<file path="config.mk">
export PLATFORM = sky130hd
export DESIGN_NAME = hazard_ctrl
export DESIGN_NICKNAME = d
export VERILOG_FILES = /design/src/rtl/hazard_ctrl.sv
export SDC_FILE = /design/constraint.sdc
export NUM_CORES = 1
export LEC_CHECK = 0
export ABC_AREA = 1
export CORE_MARGIN = 1
export CORE_UTILIZATION = 25
export DETAILED_ROUTE_END_ITERATION = 8
export GPL_TIMING_DRIVEN = 0
export MAX_ROUTING_LAYER = met4
export PLACE_DENSITY = 0.51
export SYNTH_ARGS = -nofsm -noshare
export SYNTH_HDL_FRONTEND = slang
export SYNTH_SLANG_ARGS = --single-unit
</file>
<file path="constraint.sdc">
create_clock -name clk -period 3.8 [get_ports clk]
set_clock_uncertainty 0.05 [all_clocks]
set_input_delay 1.14 -clock clk [delete_from_list [all_inputs] [get_ports clk]]
set_output_delay 1.14 -clock clk [all_outputs]
set_load 0.005 [all_outputs]
</file>
<file path="src/rtl/hazard_ctrl.sv">
// Pipeline hazard unit: operand bypass selects, load-use/branch stalls and an MDU busy FSM.
// Define HAZARD_PERF_CNT_EN to add the 32-bit stall_cycles counter output.
module hazard_ctrl #(
    parameter int unsigned MDU_LAT = 4
) (
    input  logic       clk,
    input  logic       rst_n,
    input  logic [4:0] rsD,
    input  logic [4:0] rtD,
    input  logic [4:0] rsE,
    input  logic [4:0] rtE,
    input  logic [4:0] writeregE,
    input  logic       regwriteE,
    input  logic       memtoregE,
    input  logic       branchD,
    input  logic       mdu_startE,
    input  logic [4:0] writeregM,
    input  logic [4:0] writeregW,
    input  logic       regwriteM,
    input  logic       memtoregM,
    input  logic       regwriteW,
    output logic       stallF,
    output logic       stallD,
    output logic       stallE,
    output logic       flushE,
    output logic       mdu_busy,
    output logic [1:0] forwardAE,
    output logic [1:0] forwardBE,
    output logic       forwardAD,
    output logic       forwardBD
`ifdef HAZARD_PERF_CNT_EN
    ,
    output logic [31:0] stall_cycles
`endif
);

    localparam logic [3:0] CntInit = 4'(MDU_LAT - 1);

    typedef enum logic [1:0] {
        StIdle = 2'd0,
        StBusy = 2'd1,
        StDone = 2'd2
    } state_e;

    state_e     state_q, state_d;
    logic [3:0] cnt_q, cnt_d;
    logic       lwstall;
    logic       branchstall;

    // $zero is hardwired, so it never produces a dependency.
    function automatic logic reg_match(input logic [4:0] a, input logic [4:0] b);
        return (a != 5'd0) && (a == b);
    endfunction

    always_comb begin
        forwardAE = 2'b00;
        if (regwriteM && reg_match(writeregM, rsE)) begin
            forwardAE = 2'b10;
        end else if (regwriteW && reg_match(writeregW, rsE)) begin
            forwardAE = 2'b01;
        end

        forwardBE = 2'b00;
        if (regwriteM && reg_match(writeregM, rtE)) begin
            forwardBE = 2'b10;
        end else if (regwriteW && reg_match(writeregW, rtE)) begin
            forwardBE = 2'b01;
        end

        forwardAD = regwriteM && reg_match(writeregM, rsD);
        forwardBD = regwriteM && reg_match(writeregM, rtD);

        lwstall = memtoregE && (reg_match(rtE, rsD) || reg_match(rtE, rtD));

        branchstall = branchD &&
            ((regwriteE && (reg_match(writeregE, rsD) || reg_match(writeregE, rtD))) ||
             (memtoregM && (reg_match(writeregM, rsD) || reg_match(writeregM, rtD))));
    end

    always_comb begin
        state_d = state_q;
        cnt_d   = cnt_q;
        unique case (state_q)
            StIdle, StDone: begin
                if (mdu_startE) begin
                    state_d = StBusy;
                    cnt_d   = CntInit;
                end else begin
                    state_d = StIdle;
                end
            end
            StBusy: begin
                if (cnt_q == 4'd1) begin
                    state_d = StDone;
                    cnt_d   = 4'd0;
                end else begin
                    cnt_d = cnt_q - 4'd1;
                end
            end
            default: begin
                state_d = StIdle;
                cnt_d   = 4'd0;
            end
        endcase
    end

    always_ff @(posedge clk or negedge rst_n) begin
        if (!rst_n) begin
            state_q <= StIdle;
            cnt_q   <= 4'd0;
        end else begin
            state_q <= state_d;
            cnt_q   <= cnt_d;
        end
    end

    always_comb begin
        mdu_busy = (state_q == StBusy);
        stallE   = mdu_busy;
        stallF   = lwstall || branchstall || mdu_busy;
        stallD   = stallF;
        // A frozen Execute stage must keep its contents, so never flush it.
        flushE   = (lwstall || branchstall) && !mdu_busy;
    end

`ifdef HAZARD_PERF_CNT_EN
    logic [31:0] stall_cnt_q, stall_cnt_d;

    always_comb begin
        stall_cnt_d = stall_cnt_q;
        if (stallD) begin
            stall_cnt_d = stall_cnt_q + 32'd1;
        end
    end

    always_ff @(posedge clk or negedge rst_n) begin
        if (!rst_n) begin
            stall_cnt_q <= 32'd0;
        end else begin
            stall_cnt_q <= stall_cnt_d;
        end
    end

    assign stall_cycles = stall_cnt_q;
`endif

endmodule
</file>
Word level (Yosys, flattened, before mapping):

Index checks and enable logic that the tools add are counted.

* reduce and logical (&&, ||, !) cells: 34
* multiplexer cells: 10
* add/sub/neg operators: 1
* equality and inequality tests: 15

Operators by type and width (count)
* $eq A5 B5 Y1: 10
* $logic_and A1 B1 Y1: 21
* $reduce_bool A5 Y1: 4
* $mux W4: 2
* $pmux W4 S2: 1
* $logic_or A1 B1 Y1: 6
* $mux W2: 3
* $eq A4 B1 Y1 const B: 1
* $pmux W2 S2: 1
* $sub A4 B1 Y4 const B: 1
* $mux W1: 3
* $eq A2 B1 Y1 const B: 1
* $eq A2 B2 Y1 const B: 1
* $logic_not A2 Y1: 1
* $ne A2 B1 Y1 const B: 1
* $ne A2 B2 Y1 const B: 1
* $reduce_or A2 Y1: 1
* $logic_not A1 Y1: 1

* bits in registers: 6

Longest topological paths before layout:

Gate-level depths: netlist (run 1).

* depth after elaboration: 8
* depth in mapped cells: 12
* mapped depth without buffers: 11

Least setup slack after synthesis (run 1):

Ideal clock, no wire load.

* path type: input -> output
* start: input writeregM[4]
* end: output stallF
* arrival time: 2.184 ns
* path slack: 0.426 ns
* path buffers: 2
* stages on the path: 11
* cell sequence: buf_2 -> or2_4 -> nor2_4 -> nor2_1 -> nand2_2 -> nand2_1 -> nand2_1 -> nand2_1 -> nand2_1 -> nand3_1 -> buf_4

* longest elaborated chain between the ends: 8
* elaborated cells between the ends (all ways): 11
* those cells by class: eq/ne (2); reduce/logical (9)

Ends and longest elaborated chain
* start, declared: line 17 `input logic [4:0] writeregM,`
* $eq A5 B5 Y1 / $reduce_bool A5 Y1 (equally long branches): line 52 `return (a != 5'd0) && (a == b);`
* $logic_and A1 B1 Y1: line 52
* $logic_or A1 B1 Y1 *: line 77 `(memtoregM && (reg_match(writeregM, rsD) || reg_match(writeregM, rtD))));`
* $logic_and A1 B1 Y1 *: line 77
* $logic_or A1 B1 Y1 *: line 76 `((regwriteE && (reg_match(writeregE, rsD) || reg_match(writeregE, rtD))) ||`
* $logic_and A1 B1 Y1 *: line 75 `branchstall = branchD &&`
* $logic_or A1 B1 Y1 * (2 in a row): line 120 `stallF = lwstall || branchstall || mdu_busy;`
* end, declared: line 22 `output logic stallF,`

Every way passes the cells marked *; elsewhere a longest branch is shown, timed or not.

Worst setup path after layout (run 1):

* start: input writeregW[4]
* end: output forwardBE[0]

* longest elaborated chain between the ends: 5
* elaborated cells between the ends (all ways): 6
* those cells by class: eq/ne (1); mux (2); reduce/logical (3)

Ends and longest elaborated chain
* start, declared: line 18 `input logic [4:0] writeregW,`
* $eq A5 B5 Y1 / $reduce_bool A5 Y1 (equally long branches): line 52
* $logic_and A1 B1 Y1 *: line 52
* $logic_and A1 B1 Y1 *: line 66 `end else if (regwriteW && reg_match(writeregW, rtE)) begin`
* $mux W1 *: line 66
* $mux W2 *: line 64 `if (regwriteM && reg_match(writeregM, rtE)) begin`
* end, declared: line 28 `output logic [1:0] forwardBE,`

Marked as above.

==> impl_metrics.tcl, run 1 <==
set metrics [dict create \
    core-area_um2 4350 \
    ir_drop_mv 0.110 \
    path_clk_slew_ps 40 \
    cap_viol_max_count 0 \
    dpl_worst_slack_ps -574 \
    path_max_fanout 3 \
    timing_hold_violations_final 0 \
    tritoncts_clock_tree "yes" \
    worstPathRequired_ps 2610 \
    syn-cell-area_um2 1140 \
    worst_slew_pin_slew_ps 484 \
    area.growth.synth_to_final_pct 52.4 \
    worst_slew_slack_as_a_fraction_of_its_limit_pct 67.6 \
    ant_nets 0 \
    layout.cells.most_common_list "38 x nand2_1, 18 x xnor2_1, 18 x xor2_1, 18 x dlygate4sd2_1, 17 x inv_1" \
    hold_path_class "register to register" \
    synth_fp_nets 225 \
    antenna_found_initial 0 \
    io_pins 55 \
    synthesis.instances 179 \
    floorplan.die_area_um2 4820 \
    buffer_ports.inserted 48 \
    critical_path.endpoint_type "output pin" \
    wirelength_mm 3.29 \
    die_width_um 69.4 \
    crit_path_frequent_cell "clkdlybuf4s50_1" \
    timing.final.setup_violations 0 \
    unrepaired_setup_endpoints_after_global_routing "yes" \
    global_route.usage.total_pct 14.8 \
    design.final.nets 279 \
    finalPower_uw 530 \
    post-dp-hpwl_mm 2.75 \
    critical_path_arrival_ps 2530 \
    fp.dieH_um 69.4 \
    initialDrtViolationCount 35 \
    final.setup.worst_slack_ps 78.3 \
    wire_per_inst_um 11.6 \
    clock_latency_on_the_worst_skew_pair_ps 220 \
    wire_length_of_the_first_global_routing_pass_mm 5.62 \
    drt-pass1-iter-count 4 \
    run_status "finished, final reports clean" \
    post_cts_hold_buffer_count 0 \
    cts_made_buffers 3 \
    number_of_pins_with_negative_max_slew_slack_in_the_final_report 0 \
    htreeDepth 1 \
    placed_cells 279 \
    vias_in_the_first_global_route 1230 \
    cts-root-buf "clkbuf_8" \
    finalWorstPathRequiredPeriod_ps 3720 \
    final_setup_tns_ps 0 \
    layout.area.seq_um2 150 \
    inserted_diodes 0 \
    via_count 1236 \
    grt_start_max_net_pins 8 \
    cts_buffer_depth 2 \
    sequential_to_total_area_share_from_yosys_stat_pct 13.2 \
    gp_routability_congestion 0.835 \
    path_cells "clkdlybuf4s50_1 > xnor2_1 > nand4_1 > nor2_1 > clkdlybuf4s50_1" \
    grt_overflow 0 \
    mostFrequentLayoutCell "nand2_1" \
    initial_core_util_pct 26.1 \
    worst_setup_path_start_kind "input pin" \
    ys_seq_elements 6 \
    syn-mean-instance-area_um2 6.35 \
    cpMaxStageDelayCell "clkdlybuf4s50_1" \
    final.fill_count 472 \
    remaining_drc_errors 0 \
    fmax_ghz 0.269 \
    multi_input_area_um2 885 \
    cts.sinks 6 \
    yosys_warnings 0 \
    timing.critical_path.slowest_cell_delay_ps 550 \
    drive_gt1_share_pct 18.2 \
    worstSetupPathType "input pin to output pin" \
    power_density_nw_per_um2 306 \
    fin_worst_hold_slack_ps 458 \
    routed_via_density 4.37 \
    floorplan.rows 24 \
    final_min_period_over_clock_period_pct 97.9 \
    leakage_power_uw 0.000844 \
    fin_cells 283 \
    yosys.cell_types.count 29 \
]
sequential cells by signal (all words and copies together), names as in the netlist:
name     flops
cnt_q        4
state_q      2
where the power goes:
group	switching (uW)	leakage [uW]	total [uW]	internal [uW]
registers	20.1	0.0000746	112	91.8
logic	157	0.000748	323	166
clock network	27.0	0.0000216	95.0	68.0
worst max-delay path, delay by kind of cell:
| kind | cells | cell delay (ps) |
|---|---|---|
| buf+inv | 2 | 1050 |
| simple gates | 2 | 200 |
| xor+xnor | 1 | 140 |
area by class of cell:
type	count	area share, %
multi-input cells	141	51.1
repair buffers	49	25.9
flip-flops and latches	6	8.67
inverters	24	5.20
well taps	52	3.76
plain buffers	8	2.96
clock buffers	3	2.38
cell usage after synthesis:
master / n / area (um^2)
o21ai_1: 1 / 5.00
a22oi_1: 1 / 7.51
xor2_1: 18 / 158
nor3_1: 3 / 15.0
inv_1: 21 / 78.8
xnor2_1: 18 / 158
or2_4: 1 / 8.76
o22ai_1: 2 / 12.5
a32o_1: 1 / 10.0
a21oi_1: 6 / 30.0
o221ai_1: 3 / 26.3
nand2_1: 39 / 146
inv_2: 3 / 11.3
nand2_2: 2 / 12.5
nor4_2: 2 / 25.0
nor4_1: 2 / 12.5
nand4_1: 2 / 12.5
or2_0: 2 / 12.5
nor2_4: 1 / 11.3
buf_4: 2 / 15.0
nand3_1: 11 / 55.1
dfrtp_1: 6 / 150
ha_1: 2 / 25.0
nor2_1: 19 / 71.3
nand3b_2: 1 / 11.3
buf_6: 1 / 11.3
buf_2: 4 / 20.0
clkbuf_1: 1 / 3.75
o21ai_0: 4 / 20.0
logic make-up after synthesis:
| group | synth area share, % |
|---|---|
| simple gates | 34.7 |
| xor+xnor | 27.8 |
| buf+inv | 12.3 |
| compound gates | 9.80 |
| flops | 13.2 |
| fa+ha+maj | 2.20 |
what timing repair did:
item                                    in CTS  in global routing
pin swaps                                   12                  2
endpoints found under the setup margin       9                  3
gates cloned                                 0                  0
buffers inserted                             2                  0
gates resized for setup                     64                  6
hold endpoints to repair                     0                  0
layer usage:
layer	vias to the layer above	track usage (%)	share of wire [%]	wire length [um]
met4	0	3.40	0.61	20
li1	671	-	-	-
met5	-	-	0	0
met1	538	20.2	51	1670
met3	2	2.18	2.9	97
met2	25	22.9	46	1510
per-stage QoR:
stage                     util (%)  instance area, um^2
after floorplan                  -                 1140
after global placement        38.6                 1680
after detailed placement      38.6                 1680
after CTS                     39.4                 1720
after global routing          39.8                 1730
final                         39.8                 1730
path summary, 6_finish.rpt:
kind | cells past startpoint | slack (ps) | endpoint | startpoint
worst min register to register | 1 | 460 | cnt_q[0] | state_q[0]
worst max-delay path | 5 | 80 | forwardBE[0] | writeregW[4]
max in group asynchronous | 1 | 2370 | state_q[1] | rst_n
min in group asynchronous | 1 | 1110 | cnt_q[3] | rst_n
worst min-delay path | 1 | 460 | cnt_q[0] | state_q[0]
worst max register to register | 4 | 2580 | cnt_q[0] | state_q[0]
No activity file was read; power rests on OpenSTA's default activity.
==> run 2, diff against run 1 <==
--- a/config.mk
+++ b/config.mk
@@ -8,10 +8,13 @@
 export ABC_AREA = 1
 export CORE_MARGIN = 1
 export CORE_UTILIZATION = 25
+export CTS_BUF_LIST = sky130_fd_sc_hd__clkbuf_8
 export DETAILED_ROUTE_END_ITERATION = 8
+export DONT_BUFFER_PORTS = 1
 export GPL_TIMING_DRIVEN = 0
 export MAX_ROUTING_LAYER = met4
-export PLACE_DENSITY = 0.51
+export PLACE_DENSITY = 0.35
+export SKIP_CTS_REPAIR_TIMING = 1
 export SYNTH_ARGS = -nofsm -noshare
 export SYNTH_HDL_FRONTEND = slang
 export SYNTH_SLANG_ARGS = --single-unit
==> run 2 against run 1 <==
Net effect: worst hold slack improved by 32 ps; flip-flop and latch count unchanged; via count down 13%; sequential share of layout area up 3.4 points; register-to-register slack got worse by 120 ps; clock-buffer cell count unchanged.
==> impl_metrics.tcl, run 2 (same netlist as run 1, synthesis figures left out) <==
set metrics [dict create \
    run_status "finished, final reports clean" \
    worstPathRequired_ps 2610 \
    timing.final.setup_violations 0 \
    vias_in_the_first_global_route 1124 \
    routed_via_density 4.57 \
    fin_worst_hold_slack_ps 490 \
    final.setup.worst_slack_ps 265 \
    worstSetupPathType "input pin to output pin" \
    number_of_pins_with_negative_max_slew_slack_in_the_final_report 0 \
    ant_nets 0 \
    post-dp-hpwl_mm 2.77 \
    cts_buffer_depth 2 \
    global_route.usage.total_pct 14.4 \
    unrepaired_setup_endpoints_after_global_routing "no" \
    floorplan.die_area_um2 4820 \
    r2r-start "state_q[0]" \
    dpl_worst_slack_ps 255 \
    crit_path_end "stallF" \
    final_setup_tns_ps 0 \
    timing_hold_violations_final 0 \
    timing.rr.end "cnt_q[0]" \
    r2r_setup_slack_ps 2460 \
    layout_top_registers "cnt_q: 4 flops, state_q: 2 flops" \
    clock_latency_on_the_worst_skew_pair_ps 220 \
    core-area_um2 4350 \
    worst_slew_pin_slew_ps 579 \
    initialDrtViolationCount 26 \
    fp.dieH_um 69.4 \
    design.final.nets 230 \
    worst_setup_path_start_kind "input pin" \
    area.growth.synth_to_final_pct 9.36 \
    mostFrequentLayoutCell "nand2_1" \
    largest_register_ff_count 4 \
    cap_viol_max_count 0 \
    largest_register "cnt_q" \
    leakage_power_uw 0.000593 \
    initial_core_util_pct 26.1 \
    tritoncts_clock_tree "yes" \
    cts.sinks 6 \
    floorplan.rows 24 \
    inserted_diodes 0 \
    wire_per_inst_um 13.5 \
    grt_start_max_net_pins 8 \
    cts-root-buf "clkbuf_8" \
    worst_slew_slack_as_a_fraction_of_its_limit_pct 61.3 \
    layout.cells.most_common_list "39 x nand2_1, 21 x inv_1, 19 x nor2_1" \
    cts_made_buffers 3 \
    grt_overflow 0 \
    r2r_cells 4 \
    path_clk_slew_ps 40 \
    critical_path.endpoint_type "output pin" \
    final_min_period_over_clock_period_pct 93.0 \
    ir_drop_mv 0.0952 \
    gp_routability_congestion 0.874 \
    via_count 1070 \
    path_max_fanout 5 \
    io_pins 55 \
    power_density_nw_per_um2 353 \
    finalWorstPathRequiredPeriod_ps 3530 \
    antenna_found_initial 0 \
    final.fill_count 493 \
    htreeDepth 1 \
    critical_path_arrival_ps 2340 \
    wire_length_of_the_first_global_routing_pass_mm 5.31 \
    remaining_drc_errors 0 \
    drive_gt1_share_pct 11.0 \
    hold_path_class "register to register" \
    fmax_ghz 0.283 \
    wirelength_mm 3.17 \
    drt-pass1-iter-count 4 \
    worstSetupStartpoint "writeregM[4]" \
    die_width_um 69.4 \
    buffer_ports.inserted 0 \
]
==> run 2: per-layer routing <==
metal / global-route usage, % / wire, um
met1: 16.6 / 1310
met5: - / 0
met3: 2.33 / 168
met2: 24.6 / 1640
met4: 6.12 / 54
==> run 2: worst max-delay path, stage by stage <==
cell and delay, ps:
buf_2 150, or2_4 250, nor2_4 140, nor2_1 80
nand2_2 60, nand2_1 70, nand2_1 60, nand2_1 60
nand2_1 80, nand3_1 100, buf_4 160
==> run 2: area by class of cell <==
type	instances	area, um^2	area share (%)
multi-input cells	141	846	68.1
flip-flops and latches	6	150	12.1
inverters	24	90.1	7.25
well taps	52	65.1	5.24
plain buffers	8	50.0	4.03
clock buffers	3	41.3	3.32
==> run 2: worst min path at each step <==
stage	depth (start not counted)	start	to
floorplan	1	state_q[0]	cnt_q[0]
global placement	2	cnt_q[3]	cnt_q[3]
detailed placement	2	cnt_q[3]	cnt_q[3]
CTS	1	state_q[0]	cnt_q[0]
global route	2	cnt_q[3]	cnt_q[3]
finish	1	state_q[0]	cnt_q[0]
==> run 2: power by group <==
part	switching [uW]	internal, uW	total (uW)
sequential	22.4	91.9	114
combinational	127	102	229
clock	27.2	68.0	95.2
total	177	262	438
==> run 2: metrics by stage <==
stage          cell area (um^2)  std cells  total power [uW]  util [%]
2_1_floorplan              1140        179               301         -
3_3_place_gp               1200        231               344      27.6
3_5_place_dp               1200        231               347      27.6
4_1_cts                    1240        234               444      28.5
5_1_grt                    1240        234               487      28.5
6_report                   1240        234               438      28.5
==> run 3, diff against run 2 <==
--- a/config.mk
+++ b/config.mk
@@ -11,9 +11,10 @@
 export CTS_BUF_LIST = sky130_fd_sc_hd__clkbuf_8
 export DETAILED_ROUTE_END_ITERATION = 8
 export DONT_BUFFER_PORTS = 1
+export GPL_ROUTABILITY_DRIVEN = 0
 export GPL_TIMING_DRIVEN = 0
 export MAX_ROUTING_LAYER = met4
-export PLACE_DENSITY = 0.35
+export PLACE_DENSITY = 0.44
 export SKIP_CTS_REPAIR_TIMING = 1
 export SYNTH_ARGS = -nofsm -noshare
 export SYNTH_HDL_FRONTEND = slang
==> run 3 against run 2 <==
Net effect: global-route usage shrank 0.22 points; final area did not move; die area is the same; fmax grew 1.4%; sequential share of layout area did not move; register-to-register slack barely moved; worst hold slack worse by 12 ps; wire length fell by 2.4%; flip-flop and latch count unchanged; final cell count unchanged; critical endpoint unchanged; largest cell class unchanged; largest power group unchanged; highest routed layer unchanged.
==> impl_metrics.tcl, run 3 (same netlist as run 1, synthesis figures left out) <==
set metrics [dict create \
    run_status "finished, final reports clean" \
    worst_slew_pin_slew_ps 590 \
    layout.area.seq_um2 150 \
    ant_nets 0 \
    finalPower_uw 438 \
    wire_length_of_the_first_global_routing_pass_mm 5.33 \
    path_clk_slew_ps 30 \
    vias_in_the_first_global_route 1133 \
    timing.critical_path.slowest_cell_delay_ps 250 \
    layout.cells.most_common_list "39 x nand2_1, 21 x inv_1, 19 x nor2_1" \
    critical_path.endpoint_type "output pin" \
    drive_gt1_share_pct 11.0 \
    worstSetupPathType "input pin to output pin" \
    cts_made_buffers 3 \
    worstPathRequired_ps 2610 \
    finalWorstPathRequiredPeriod_ps 3490 \
    cts-root-buf "clkbuf_8" \
    final_setup_tns_ps 0 \
    inserted_diodes 0 \
    buffer_ports.inserted 0 \
    multi_input_area_um2 846 \
    clock_latency_on_the_worst_skew_pair_ps 220 \
    cp.buffers_inverters 2 \
    drt-pass1-iter-count 4 \
    io_pins 55 \
    timing_hold_violations_final 0 \
    number_of_pins_with_negative_max_slew_slack_in_the_final_report 0 \
    cap_viol_max_count 0 \
    mostFrequentLayoutCell "nand2_1" \
    worst_slew_slack_as_a_fraction_of_its_limit_pct 60.5 \
    hold_path_class "register to register" \
    cts_buffer_depth 2 \
    crit_path_frequent_cell "nand2_1" \
    ir_drop_mv 0.0938 \
    category_of_cells_accounting_for_the_largest_share_of_critical_path_delay "simple AND/OR/NAND/NOR gates" \
    fp.dieH_um 69.4 \
    via_count 1083 \
    initial_core_util_pct 26.1 \
    area.growth.synth_to_final_pct 9.36 \
    largest_register "cnt_q" \
    worst_setup_path_start_kind "input pin" \
    unrepaired_setup_endpoints_after_global_routing "no" \
    remaining_drc_errors 0 \
    wire_per_inst_um 13.2 \
    final.fill_count 474 \
    final.setup.worst_slack_ps 314 \
    core-area_um2 4350 \
    grt_overflow 0 \
    floorplan.die_area_um2 4820 \
    tritoncts_clock_tree "yes" \
    path_max_fanout 5 \
    critical_path_arrival_ps 2300 \
    initialDrtViolationCount 45 \
    grt_start_max_net_pins 8 \
    design.final.nets 230 \
    post-dp-hpwl_mm 2.63 \
    global_route.usage.total_pct 14.2 \
    cpMaxStageDelayCell "or2_4" \
    dpl_worst_slack_ps 288 \
    routed_via_density 4.63 \
    antenna_found_initial 0 \
    layout_top_registers "cnt_q: 4 flops, state_q: 2 flops" \
    htreeDepth 1 \
    wirelength_mm 3.09 \
    power_density_nw_per_um2 352 \
    floorplan.rows 24 \
    fmax_ghz 0.287 \
    die_width_um 69.4 \
    largest_register_ff_count 4 \
    path_cells "buf_2 > or2_4 > nor2_4 > nor2_1 > nand2_2 > nand2_1 > nand2_1 > nand2_1 > nand2_1 > nand3_1 > buf_4" \
    final_min_period_over_clock_period_pct 91.7 \
    timing.final.setup_violations 0 \
    leakage_power_uw 0.000593 \
    cts.sinks 6 \
]
## run 3: cell counts in the layout (fill, tap and decap cells not counted)
Identical to the previous run, type by type.
## run 3: final cells by class
class / instances / share of cell area, %
flip-flops and latches: 6 / 12.1
clock buffers: 3 / 3.32
multi-input cells: 141 / 68.1
well taps: 52 / 5.24
inverters: 24 / 7.25
plain buffers: 8 / 4.03
## run 3: routing by layer
metal / vias to the layer above / wire length [um] / global-route usage, %
met4: 0 / 39 / 4.08
met3: 5 / 129 / 2.18
li1: 572 / - / -
met1: 473 / 1480 / 17.8
met2: 33 / 1450 / 23.4
met5: - / 0 / -
## run 3: per-stage QoR
step	instance area, um^2	hold slack [ps]	utilization, %	std cells
final	1240	478	28.5	234
after global routing	1240	518	28.5	234
after CTS	1240	484	28.5	234
after detailed placement	1200	468	27.6	231
after global placement	1200	470	27.6	231
after floorplan	1140	440	-	179
## run 3: where the power goes
| group | internal (uW) | total (uW) | switching, uW |
|---|---|---|---|
| clock network | 68.1 | 95.8 | 27.7 |
| registers | 91.8 | 113 | 20.8 |
| logic | 102 | 230 | 127 |
## run 3: final timing paths
path / endpoint / depth (start not counted) / start / slack [ps]
hold reg to reg: cnt_q[0] / 1 / state_q[0] / 480
hold / removal: cnt_q[0] / 1 / state_q[0] / 480
setup / recovery: stallF / 11 / writeregM[4] / 310
min in group asynchronous: cnt_q[2] / 0 / rst_n / 560
max in group asynchronous: state_q[1] / 0 / rst_n / 3070
setup reg to reg: cnt_q[1] / 4 / state_q[0] / 2470
